File: src/rtl/axi_decerr_slave.sv
// Default AXI responder: completes every write and read burst with DECERR and
// records the first faulting address plus a saturating count of accepted requests.
module axi_decerr_slave #(
    parameter int unsigned IdWidth   = 6,
    parameter int unsigned AddrWidth = 64,
    parameter int unsigned DataWidth = 64,
    parameter logic [DataWidth-1:0] RespData = 64'hDEAD_BEEF_BADC_AB1E,
    parameter int unsigned CntWidth  = 16
) (
    input  logic                 clk_i,
    input  logic                 rst_i,
    input  logic                 aw_valid_i,
    output logic                 aw_ready_o,
    input  logic [IdWidth-1:0]   aw_id_i,
    input  logic [AddrWidth-1:0] aw_addr_i,
    input  logic                 w_valid_i,
    output logic                 w_ready_o,
    input  logic                 w_last_i,
    output logic                 b_valid_o,
    input  logic                 b_ready_i,
    output logic [IdWidth-1:0]   b_id_o,
    output logic [1:0]           b_resp_o,
    input  logic                 ar_valid_i,
    output logic                 ar_ready_o,
    input  logic [IdWidth-1:0]   ar_id_i,
    input  logic [AddrWidth-1:0] ar_addr_i,
    input  logic [7:0]           ar_len_i,
    output logic                 r_valid_o,
    input  logic                 r_ready_i,
    output logic [IdWidth-1:0]   r_id_o,
    output logic [DataWidth-1:0] r_data_o,
    output logic [1:0]           r_resp_o,
    output logic                 r_last_o,
    output logic                 err_valid_o,
    output logic [AddrWidth-1:0] err_addr_o,
    output logic [CntWidth-1:0]  err_cnt_o,
    input  logic                 err_clear_i
);

    typedef enum logic [1:0] {W_IDLE, W_DATA, W_RESP} w_state_e;
    typedef enum logic       {R_IDLE, R_DATA}         r_state_e;

    localparam int unsigned CntSumWidth = CntWidth + 1;

    w_state_e               w_state_q;
    r_state_e               r_state_q;
    logic [IdWidth-1:0]     b_id_q, r_id_q;
    logic [7:0]             r_len_q, r_cnt_q;
    logic                   err_valid_q, err_valid_d;
    logic [AddrWidth-1:0]   err_addr_q, err_addr_d;
    logic [CntWidth-1:0]    err_cnt_q, err_cnt_d;
    logic [CntWidth-1:0]    cnt_base;
    logic [CntSumWidth-1:0] cnt_sum;
    logic                   hs_aw, hs_ar;

    // Readies/valids are masked by reset so nothing handshakes while it is held.
    assign aw_ready_o = (w_state_q == W_IDLE) && !rst_i;
    assign w_ready_o  = (w_state_q == W_DATA) && !rst_i;
    assign b_valid_o  = (w_state_q == W_RESP) && !rst_i;
    assign ar_ready_o = (r_state_q == R_IDLE) && !rst_i;
    assign r_valid_o  = (r_state_q == R_DATA) && !rst_i;
    assign r_last_o   = r_valid_o && (r_cnt_q == r_len_q);

    assign b_id_o   = b_id_q;
    assign b_resp_o = 2'b11;
    assign r_id_o   = r_id_q;
    assign r_data_o = RespData;
    assign r_resp_o = 2'b11;

    assign err_valid_o = err_valid_q;
    assign err_addr_o  = err_addr_q;
    assign err_cnt_o   = err_cnt_q;

    assign hs_aw = aw_valid_i && aw_ready_o;
    assign hs_ar = ar_valid_i && ar_ready_o;

    always_ff @(posedge clk_i) begin
        if (rst_i) begin
            w_state_q <= W_IDLE;
            b_id_q    <= '0;
        end else begin
            unique case (w_state_q)
                W_IDLE: if (hs_aw) begin
                    b_id_q    <= aw_id_i;
                    w_state_q <= W_DATA;
                end
                W_DATA: if (w_valid_i && w_last_i) w_state_q <= W_RESP;
                W_RESP: if (b_ready_i) w_state_q <= W_IDLE;
                default: w_state_q <= W_IDLE;
            endcase
        end
    end

    always_ff @(posedge clk_i) begin
        if (rst_i) begin
            r_state_q <= R_IDLE;
            r_id_q    <= '0;
            r_len_q   <= '0;
            r_cnt_q   <= '0;
        end else begin
            unique case (r_state_q)
                R_IDLE: if (hs_ar) begin
                    r_id_q    <= ar_id_i;
                    r_len_q   <= ar_len_i;
                    r_cnt_q   <= '0;
                    r_state_q <= R_DATA;
                end
                R_DATA: if (r_ready_i) begin
                    if (r_cnt_q == r_len_q) r_state_q <= R_IDLE;
                    else                    r_cnt_q   <= r_cnt_q + 8'd1;
                end
                default: r_state_q <= R_IDLE;
            endcase
        end
    end

    // A clear restarts from zero, but any handshake in the same cycle still lands.
    always_comb begin
        err_valid_d = err_valid_q && !err_clear_i;
        err_addr_d  = err_addr_q;
        if ((hs_aw || hs_ar) && (!err_valid_q || err_clear_i)) begin
            err_valid_d = 1'b1;
            err_addr_d  = hs_aw ? aw_addr_i : ar_addr_i;
        end
        cnt_base  = err_clear_i ? '0 : err_cnt_q;
        cnt_sum   = {1'b0, cnt_base} + CntSumWidth'(hs_aw) + CntSumWidth'(hs_ar);
        err_cnt_d = cnt_sum[CntWidth] ? '1 : cnt_sum[CntWidth-1:0];
    end

    always_ff @(posedge clk_i) begin
        if (rst_i) begin
            err_valid_q <= 1'b0;
            err_addr_q  <= '0;
            err_cnt_q   <= '0;
        end else begin
            err_valid_q <= err_valid_d;
            err_addr_q  <= err_addr_d;
            err_cnt_q   <= err_cnt_d;
        end
    end

endmodule

File: config.mk
export PLATFORM = sky130hd
export DESIGN_NAME = axi_decerr_slave
export DESIGN_NICKNAME = d
export VERILOG_FILES = /design/src/rtl/axi_decerr_slave.sv
export SDC_FILE = /design/constraint.sdc
export NUM_CORES = 1
export LEC_CHECK = 0
export CORE_AREA = 2 2 126 128
export DETAILED_ROUTE_END_ITERATION = 7
export DIE_AREA = 0 0 128 130
export DONT_BUFFER_PORTS = 1
export PLACE_DENSITY_LB_ADDON = 0.3
export SLEW_MARGIN = 40
export SYNTH_ARGS = -nofsm -noshare
export SYNTH_HDL_FRONTEND = slang
export SYNTH_SLANG_ARGS = --single-unit
File: constraint.sdc
create_clock -name clk_i -period 3.1 [get_ports clk_i]
set_clock_uncertainty 0.2 [all_clocks]
set_input_delay 0.31 -clock clk_i [delete_from_list [all_inputs] [get_ports clk_i]]
set_output_delay 0.31 -clock clk_i [all_outputs]
set_load 0.05 [all_outputs]
==> impl_results.md <==
- TritonCTS buffer count: 9
- Worst vdd ir: 0.2661 mV
- Rows: 46
- Total Wirelength: 14.60 mm
- Hold Buf Count CTS: 82
- Switching part of the total power: 0.3791
- CP peak stage delay: 0.61 ns
- Maximum number of pins on one net before global-route repair: 108
- Yosys warnings: 0
- First-pass DRT Iterations: 4
- Post-synthesis sequential area ratio: 0.3958
- Slew at the pin closest to its max-slew limit: 0.8326 ns
- Final hold slack: 0.003119 ns
- Pwr per Cell Area: 561.6 nW/um^2
- Vias/cell: 4.985
- Post-synth top flop: dfxtp_1
- Setup WS pre-CTS: 0.3618 ns
- Ys async rst share: 0
- Slew HR: 0.4425
- # H-tree levels: 3
- Final critical-path setup slack: 0.3213 ns
- Dpl hpwl: 10.09 mm
- Crit path launch type: flip-flop
- Hold WC Path Type: primary input to flip-flop
- RSZ-0062 raised after global routing: no
- Met3 wire len: 1.050 mm
- CTS tree: built
- Area Overhead vs Synth: 19.24%
- Clk slew on worst S/H paths: 0.08 ns
- Worst R2R Setup Slack: 0.32 ns
- Routed WL per cell: 16.30 um
- Commonest non-fill, non-tap cell in the layout: dfxtp_1
- Post-CTS Setup Bufs: 0
- Slowest-stage cell, CP: dlygate4sd3_1
- Sequential share of power: 0.529
- Inst Count DP: 799
- Vias in the first global route: 4,293
- Chip height: 130 um
- Overflow left after global routing: 0
- Most frequent cells in the layout: dfxtp_1, dlygate4sd3_1, nor2_1
- Post-route ant nets: 0
- Setup TNS: 0 ns
- Worst-path cell chain: nor3_4 -> and2_4 -> buf_6 -> mux2i_1 -> dlygate4sd3_1 -> a211oi_1
- Arr. time, crit path: 2.85 ns
- Final Hold Viols: 0
- Max Cap Violations: 0
- Reg-to-Reg End: err_addr_o[11]
- Clock Sinks: 112
- Status: finished, final reports clean
- Root buffer cell: clkbuf_16
- Reg2reg path depth: 6
- # diodes: 0
- Combinational power share: 0.188
- Clk Latency, worst-skew pair: 0.34 ns
- Nets: 860
- Cell Area, Synth: 5664 sq um
- Fin cells: 896
- Post-CTS resize count: 0
- # DRC: 0
- Fillers: 1,499
- Final setup vio count: 0
- Fin crit period: 2.779 ns
- Crit Path Max Fanout: 64
- Die X: 128 um
- Io pins: 324
- Post-synth cell types: 49
- Met2 WL: 7.731 mm
- Share of layout cells above drive strength 1: 0.08097
- Seq cells post-synth: 112
- Tot GR Track Use: 0.1635
- Drt initial violations: 271
- Routed length on met1: 5.398 mm
- Placed Area: 5643 sq um
- Final slew viol count: 0
- Syn Inst Count: 631
- Final period util: 0.8964
- CP required: 3.17 ns
- Clock power frac: 0.283
- Cell internal pwr: 2.355 mW
- Hold Path Origin: ar_addr_i[19]
- DR top layer: met4
- Global-route wire length before repair: 21.46 mm
- Static leakage: 2.612 nW
- Post-Syn Area per Cell: 8.977 sq um
- Core ar.: 15,420 sq um
- CP Class: flip-flop to flip-flop
- FF-to-FF Start: w_state_q[0]
- CTS max path bufs: 2
- Hold endpoint: err_addr_o[19]
- P_sw: 1.438 mW
- Die Footprint: 16,640 sq um
- Power Total: 3.793 mW
- Initial antenna violation count: 0
- Final instance area: 6754 sq um
- Routability cong.: 0.7851
- Core Util, Final: 0.4379
- Worst setup EP type: flip-flop
- Number of synthesized flops with an enable pin: 0
- Worst hold stages: 2
- DR vias: 4,467
- Initial Utilization: 0.3672
- PortBufs: 0
- Peak Freq: 359.9 MHz
power by group through the flow:
| stage | Combinational, mW | Clock, mW | Sequential (mW) |
|---|---|---|---|
| global placement | 0.576 | 0 | 2.04 |
| floorplan | 0.611 | 0 | 2.01 |
| detailed placement | 0.590 | 0 | 2.04 |
| global route | 0.776 | 1.16 | 2.02 |
| finish | 0.712 | 1.07 | 2.01 |
| CTS | 0.706 | 1.11 | 2.01 |
critical path: cells and delay by family, from the launching register on:
family / cells / cell delay [ns]
AND/OR/NAND/NOR: 2 / 0.46
flip-flops: 1 / 0.36
AO/OA/AOI/OAI: 1 / 0.22
buffers and inverters: 2 / 1.18
multiplexers: 1 / 0.19
worst max-delay path by stage:
stage                       from        endpoint  slack (ns)  cells past startpoint
floorplan           w_state_q[0]   err_cnt_o[10]       -0.12                     14
global placement    w_state_q[0]   err_cnt_o[12]        0.47                      9
detailed placement  w_state_q[0]   err_cnt_o[11]        0.36                      9
CTS                 w_state_q[0]   err_cnt_o[11]        0.34                      9
global route        w_state_q[0]  err_addr_o[50]        0.15                      6
finish              w_state_q[0]  err_addr_o[11]        0.32                      6
metal layers:
metal	vias to the layer above	global-route usage
met2	188	0.3010
li1	2211	-
met1	2037	0.1692
met4	0	0.08016
met3	31	0.05084
met5	-	0
state kept, by name (all words and copies together) (netlist names):
| register | cells |
|---|---|
| r_state_q | 1 |
| b_id_o | 6 |
| r_cnt_q | 8 |
| err_addr_o | 64 |
| r_id_o | 6 |
| err_valid_o | 1 |
| err_cnt_o | 16 |
| r_len_q | 8 |
| w_state_q | 2 |
synth_stat cells, types with 3 or more instances:
| cell | count | area (sq um) |
|---|---|---|
| buf_2 | 18 | 90.09 |
| buf_4 | 71 | 533.0 |
| o31a_1 | 3 | 26.28 |
| or3_1 | 3 | 18.77 |
| nand3_1 | 6 | 30.03 |
| and2b_1 | 5 | 37.54 |
| inv_1 | 7 | 26.28 |
| nand3_2 | 3 | 30.03 |
| a21oi_1 | 21 | 105.1 |
| a21o_1 | 3 | 22.52 |
| mux2i_1 | 65 | 650.6 |
| nor2_1 | 78 | 292.8 |
| xnor2_1 | 8 | 70.07 |
| and2_1 | 5 | 31.28 |
| o21ai_0 | 27 | 135.1 |
| dfxtp_1 | 112 | 2242 |
| clkbuf_1 | 17 | 63.81 |
| nand2_1 | 35 | 131.4 |
| nor4_1 | 5 | 31.28 |
| a31oi_1 | 4 | 25.02 |
| buf_6 | 4 | 45.04 |
| nand4_1 | 5 | 31.28 |
| xor2_1 | 9 | 78.83 |
| nand2b_1 | 22 | 137.6 |
| a211oi_1 | 65 | 488.0 |
layout make-up:
type                    instances  area [sq um]  area share
multi-input cells             467          2947      0.4363
flip-flops and latches        112          2243      0.3322
repair buffers                103          1025      0.1517
well taps                     192         240.2     0.03557
clock buffers                   9         225.2     0.03335
clock inverters                 6         47.55    0.007040
inverters                       7         26.28    0.003890
logic make-up (layout without fill, tap and decap cells):
kind of cell               after synthesis  after routing  share of synthesized area
buffers and inverters                  118            125                     0.1345
muxes                                   65             65                     0.1149
DFF                                    112            112                     0.3958
xor gates and xnor gates                17             17                    0.02629
AOI/OAI and AO/OA                      131            131                     0.1546
adders and majority gates                3              3                   0.007952
other                                    2             68                   0.001326
and+or+nand+nor                        183            183                     0.1646
Note: power is estimated with default switching activity, not from simulation.
